[src/rtl/seg_scan_decoder.sv]
// Seven-segment bus monitor: synchronizes a multiplexed display bus, filters scan glitches
// and reconstructs the displayed hex value one complete frame at a time.
module seg_scan_decoder #(
    parameter int unsigned NUM_DIGITS    = 4,
    parameter int unsigned STABLE_CYCLES = 4,
    parameter bit          ACTIVE_LOW    = 1'b0
) (
    input  logic                      clk,
    input  logic                      rst,
    input  logic [6:0]                seg_in,
    input  logic                      dp_in,
    input  logic [NUM_DIGITS-1:0]     dig_en,
    output logic [4*NUM_DIGITS-1:0]   value_out,
    output logic [NUM_DIGITS-1:0]     dp_out,
    output logic                      frame_valid,
    output logic                      frame_err
);

    localparam int unsigned VecW   = NUM_DIGITS + 8;
    localparam int unsigned IdxW   = (NUM_DIGITS > 1) ? $clog2(NUM_DIGITS) : 1;
    localparam logic [7:0]  CntMax = 8'(STABLE_CYCLES - 1);

    logic [VecW-1:0]         sync1_q, sync1_d;
    logic [VecW-1:0]         s_q, s_d;
    logic [VecW-1:0]         s_prev_q, s_prev_d;
    logic [7:0]              stab_cnt_q, stab_cnt_d;
    logic                    captured_q, captured_d;
    logic [NUM_DIGITS-1:0]   mask_q, mask_d;
    logic [4*NUM_DIGITS-1:0] shadow_nib_q, shadow_nib_d;
    logic [NUM_DIGITS-1:0]   shadow_dp_q, shadow_dp_d;
    logic [NUM_DIGITS-1:0]   shadow_err_q, shadow_err_d;
    logic                    publish_q, publish_d;
    logic [4*NUM_DIGITS-1:0] value_q, value_d;
    logic [NUM_DIGITS-1:0]   dp_out_q, dp_out_d;
    logic                    frame_valid_q, frame_valid_d;
    logic                    frame_err_q, frame_err_d;

    logic [NUM_DIGITS-1:0]   en;
    logic                    dp;
    logic [6:0]              seg;
    logic                    en_onehot;
    logic [IdxW-1:0]         idx;
    logic [3:0]              dec_nib;
    logic                    dec_bad;
    logic                    stable;
    logic                    capture;

    assign en        = s_q[VecW-1:8];
    assign dp        = s_q[7];
    assign seg       = s_q[6:0];
    assign en_onehot = $onehot(en);

    // Polarity is normalised before the synchronizer so everything downstream is active-high.
    always_comb begin
        sync1_d = {dig_en, dp_in, seg_in};
        if (ACTIVE_LOW) begin
            sync1_d = ~sync1_d;
        end
        s_d      = sync1_q;
        s_prev_d = s_q;
    end

    always_comb begin
        idx = '0;
        for (int unsigned i = 0; i < NUM_DIGITS; i++) begin
            if (en[i]) begin
                idx = IdxW'(i);
            end
        end
    end

    always_comb begin
        dec_nib = 4'h0;
        dec_bad = 1'b0;
        case (seg)
            7'h3F: dec_nib = 4'h0;
            7'h06: dec_nib = 4'h1;
            7'h5B: dec_nib = 4'h2;
            7'h4F: dec_nib = 4'h3;
            7'h66: dec_nib = 4'h4;
            7'h6D: dec_nib = 4'h5;
            7'h7D: dec_nib = 4'h6;
            7'h07: dec_nib = 4'h7;
            7'h7F: dec_nib = 4'h8;
            7'h6F: dec_nib = 4'h9;
            7'h77: dec_nib = 4'hA;
            7'h7C: dec_nib = 4'hB;
            7'h39: dec_nib = 4'hC;
            7'h5E: dec_nib = 4'hD;
            7'h79: dec_nib = 4'hE;
            7'h71: dec_nib = 4'hF;
            default: begin
                dec_nib = 4'h0;
                dec_bad = 1'b1;
            end
        endcase
    end

    // Capture also requires the current sample to match, so a change arriving just as the
    // counter saturates is never mistaken for the settled value.
    assign stable  = (s_q == s_prev_q) && en_onehot;
    assign capture = stable && (stab_cnt_q == CntMax) && !captured_q;

    always_comb begin
        stab_cnt_d = 8'd0;
        if (stable) begin
            stab_cnt_d = (stab_cnt_q == CntMax) ? stab_cnt_q : stab_cnt_q + 8'd1;
        end
        captured_d = stable && (captured_q || capture);
    end

    // A publish empties the mask; a capture on that same edge starts the next frame.
    always_comb begin
        mask_d       = publish_q ? '0 : mask_q;
        shadow_err_d = publish_q ? '0 : shadow_err_q;
        shadow_nib_d = shadow_nib_q;
        shadow_dp_d  = shadow_dp_q;
        if (capture) begin
            mask_d[idx]               = 1'b1;
            shadow_nib_d[4*idx +: 4]  = dec_nib;
            shadow_dp_d[idx]          = dp;
            shadow_err_d[idx]         = dec_bad;
        end
        publish_d = capture && (&mask_d);
    end

    always_comb begin
        value_d       = publish_q ? shadow_nib_q : value_q;
        dp_out_d      = publish_q ? shadow_dp_q : dp_out_q;
        frame_err_d   = publish_q ? (|shadow_err_q) : frame_err_q;
        frame_valid_d = publish_q;
    end

    always_ff @(posedge clk or posedge rst) begin
        if (rst) begin
            sync1_q       <= '0;
            s_q           <= '0;
            s_prev_q      <= '0;
            stab_cnt_q    <= 8'd0;
            captured_q    <= 1'b0;
            mask_q        <= '0;
            shadow_nib_q  <= '0;
            shadow_dp_q   <= '0;
            shadow_err_q  <= '0;
            publish_q     <= 1'b0;
            value_q       <= '0;
            dp_out_q      <= '0;
            frame_valid_q <= 1'b0;
            frame_err_q   <= 1'b0;
        end else begin
            sync1_q       <= sync1_d;
            s_q           <= s_d;
            s_prev_q      <= s_prev_d;
            stab_cnt_q    <= stab_cnt_d;
            captured_q    <= captured_d;
            mask_q        <= mask_d;
            shadow_nib_q  <= shadow_nib_d;
            shadow_dp_q   <= shadow_dp_d;
            shadow_err_q  <= shadow_err_d;
            publish_q     <= publish_d;
            value_q       <= value_d;
            dp_out_q      <= dp_out_d;
            frame_valid_q <= frame_valid_d;
            frame_err_q   <= frame_err_d;
        end
    end

    assign value_out   = value_q;
    assign dp_out      = dp_out_q;
    assign frame_valid = frame_valid_q;
    assign frame_err   = frame_err_q;

endmodule
[config.mk]
export PLATFORM = sky130hd
export DESIGN_NAME = seg_scan_decoder
export DESIGN_NICKNAME = d
export VERILOG_FILES = /design/src/rtl/seg_scan_decoder.sv
export SDC_FILE = /design/constraint.sdc
export NUM_CORES = 1
export LEC_CHECK = 0
export ABC_AREA = 1
export BUFFER_PORTS_ARGS = -buffer_cell sky130_fd_sc_hd__buf_2
export CORE_MARGIN = 2
export CORE_UTILIZATION = 47
export CTS_CLUSTER_SIZE = 10
export DETAILED_ROUTE_END_ITERATION = 12
export GPL_TIMING_DRIVEN = 0
export PLACE_DENSITY = 0.68
export SLEW_MARGIN = 25
export SYNTH_ARGS = -nofsm -noshare
export SYNTH_HDL_FRONTEND = slang
export SYNTH_SLANG_ARGS = --single-unit
[constraint.sdc]
create_clock -name clk -period 2.9 [get_ports clk]
set_input_delay 0.29 -clock clk [delete_from_list [all_inputs] [get_ports clk]]
set_output_delay 0.29 -clock clk [all_outputs]
set_load 0.005 [all_outputs]
==> metrics.txt <==
Max-Cap Viols=0; share of cells above drive strength 1=between 15 and 20%; CTS tree=built; worst skew pair latency=around 0.36 ns; setup violators final=0; # rows=34; die footprint=around 9500 sq um; reg-to-reg slack, setup=roughly 0.2 ns; Max Slew Vio Count=0; Final Wtd Congestion=about 0.84; initial antenna violation count=0; CTS root buf=clkbuf_8; Num CTS Buffers=9; Critical Path RT=about 3.2 ns; worst-case clock buffer depth=2; TritonRoute pass-1 iters=4; pwr/cell area=approximately 520 nW/um^2; CTS H-tree lvls=3; count of buffers from port buffering=35; Post-DP HPWL=roughly 5.2 mm; Post-Syn Area=approximately 4000 sq um; Synth cell types=34; Vias=2892; routed wire length=7.16 mm; Placed Cells incl. Taps=~590; Worst setup SP type=register; drt wl/cell=roughly 12 um; Synth Register Bits=96; vias per inst=4.70; Die Y=97.4 um; Starting Density=47.7%; Slowest-stage cell, CP=fa_1; worst hold start=dp_in; first-pass GRT wire length=between 10 and 15 mm; grt total ovfl=0; worst vdd ir=around 0.00029 V; final-stage net count=527; Mapped Cells=450; remaining antenna violation count=0; num ports=36; CTS clk-pin slew, worst paths=roughly 0.09 ns; Non-Filler Instances=615; Arrival @ worst endpoint=about 3 ns; Worst slew margin=between 40% and 50%; number of global-route vias before repair=roughly 2.8k; Max stage delay on crit path=0.47 ns; Seq/Total Area, Yosys=58.6%; Setup Skew=around 0.011 ns; Final Hold Fails=0; CORE AREA=8590 sq um; Worst Setup SP=s_prev_d[11]; pin count of the biggest net entering global routing=63; status=complete, no violations; endpoint class of the critical path=register; synth warn=0; Tmin final=approximately 2.7 ns; initial DRC count=169; Synth Area per Inst=about 9.1 sq um; Final Cycle Share=between 90 and 100%; worst min path class=input pin to register; area of the multi-input gates=approximately 1500 sq um; Fin Hold WS=about 0.025 ns; leakage=around 2.7 nW; DR DRC count=0; Diodes inserted=0; RR Startpoint=s_prev_d[11]; Crit Path Class=register to register; flip-flop and latch area=2400 sq um; Layout area overhead=14.9%; RSZ-0062 raised after global routing=false; DIE WIDTH=97.4 um; GRT Total Usage=about 17%; Clock Sinks=between 90 and 100; crit-path max FO=8; Worst Max-Slew Pin Slew=0.791 ns; setup TNS=0 ns; Critical Path, Cell by Cell=inv_2 > fa_1 > inv_1 > ha_1 > ha_1 > nor3b_2 > nand3_1 > nor2_8 > nand2_4 > inv_6 > nand2_8 > nor2_8 > inv_4 > nand2_1 > nand2_1; Synthesized Nets=between 400 and 500; Fillers=800; maximum clock rate=between 300 and 400 MHz
[worst max-delay path: cells and delay by family, from the launching register on]
kind                     cells  cell delay [ns]
adder cells (fa/ha/maj)      3             0.92
flip-flops                   1             0.41
AND/OR/NAND/NOR              8             1.00
buffers and inverters        4             0.28
[per-stage QoR]
stage / utilization (%) / setup slack [ns] / total power [mW] / cell area, sq um
6_report: 54.8 / 0.196 / 2.44 / 4710
5_1_grt: 54.8 / 0.0164 / 2.55 / 4710
4_1_cts: 54.3 / 0.117 / 2.47 / 4660
3_5_place_dp: 51.7 / 0.110 / 1.53 / 4440
3_3_place_gp: 51.3 / -0.889 / 1.52 / 4410
2_1_floorplan: - / 0.105 / 1.49 / 4100
[final cells by class]
type	count	area share, %
repair buffers	42	5.42
flip-flops and latches	96	51.0
inverters	49	4.17
clock inverters	5	1.75
multi-input cells	301	31.8
clock buffers	10	2.71
well taps	108	2.87
plain buffers	4	0.319
[Yosys cell counts]
cell type	number	share of area, %
a21oi_1	5	0.61
nand2_2	2	0.31
nand3_2	1	0.24
nor3_2	1	0.24
xor2_1	1	0.21
clkinv_1	1	0.091
nor3_1	6	0.73
inv_4	1	0.15
o21ai_0	9	1.1
nand2_1	180	16
inv_6	1	0.21
inv_1	34	3.1
nand4_2	1	0.31
o21ai_1	2	0.24
ha_1	9	2.7
nor3b_1	2	0.37
fa_1	1	0.49
nor2_4	1	0.27
nand2_8	1	0.49
nand2_4	1	0.27
a211oi_1	1	0.18
nor2_1	36	3.3
nand4_1	6	0.92
nor2_8	4	2.0
clkbuf_1	4	0.37
nand3_1	18	2.2
nand3_4	1	0.43
xnor2_1	3	0.64
dfrtp_1	96	59
nand3b_1	5	0.92
nor2_2	2	0.31
a31oi_1	1	0.15
inv_2	12	1.1
nor3b_2	1	0.31
[flip-flops by register name (all words and copies together), names as in the netlist, 4 cells and up]
register and cells:
shadow_err_q 4, s_prev_q 12, shadow_nib_q 16, value_out 16, mask_q 4, s_d 12
s_prev_d 12, shadow_dp_q 4, dp_out 4, stab_cnt_q 8
[cells by family after synthesis]
family                     synth area share (%)
AOI/OAI and AO/OA                          2.29
xor gates and xnor gates                  0.854
adders and majority gates                  3.23
buffers and inverters                      5.03
DFF                                        58.6
and+or+nand+nor                            30.0
[metal layers]
metal,up-vias,track usage (%),wire (um)
met5,-,0,0
met4,0,7.91,146
met3,14,3.53,221
met2,42,26.2,3280
met1,1336,22.0,3520
li1,1500,-,-
[worst paths after layout]
path                            cells after the start              end
worst max-delay path                               15  shadow_nib_q[9]
worst max register to register                     15  shadow_nib_q[9]
max in group asynchronous                           4  shadow_err_q[3]
worst min register to register                      0      s_prev_d[5]
min in group asynchronous                           3     s_prev_q[10]
worst min-delay path                                1           s_d[7]
[report_power, final]
group | leakage (nW) | total, mW | switching [mW] | internal (mW)
Combinational | 1.30 | 0.130 | 0.0852 | 0.0445
Sequential | 1.26 | 1.38 | 0.0192 | 1.36
Clock | 0.0946 | 0.928 | 0.447 | 0.481
Total | 2.66 | 2.44 | 0.551 | 1.89
[repair_timing]
item                                    4_1_cts  5_1_grt
hold buffers                                  1        2
hold endpoints to repair                     34        2
gates resized for setup                       0        1
endpoints found under the setup margin        0        9
buffers inserted                              0        3
[cells in the final DEF (no fill, tap or decap), types with 5 or more instances in the layout]
cell type  instances
nand3b_1           5
nand2_1          180
a21oi_1            5
inv_1             33
nor3_1             6
inv_2             12
o21ai_0            9
clkbuf_1           5
nand3_1           18
nor2_1            36
dfrtp_1           96
buf_2             35
nand4_1            6
clkbuf_8           9
ha_1               9
No activity file was read; power rests on OpenSTA's default activity.
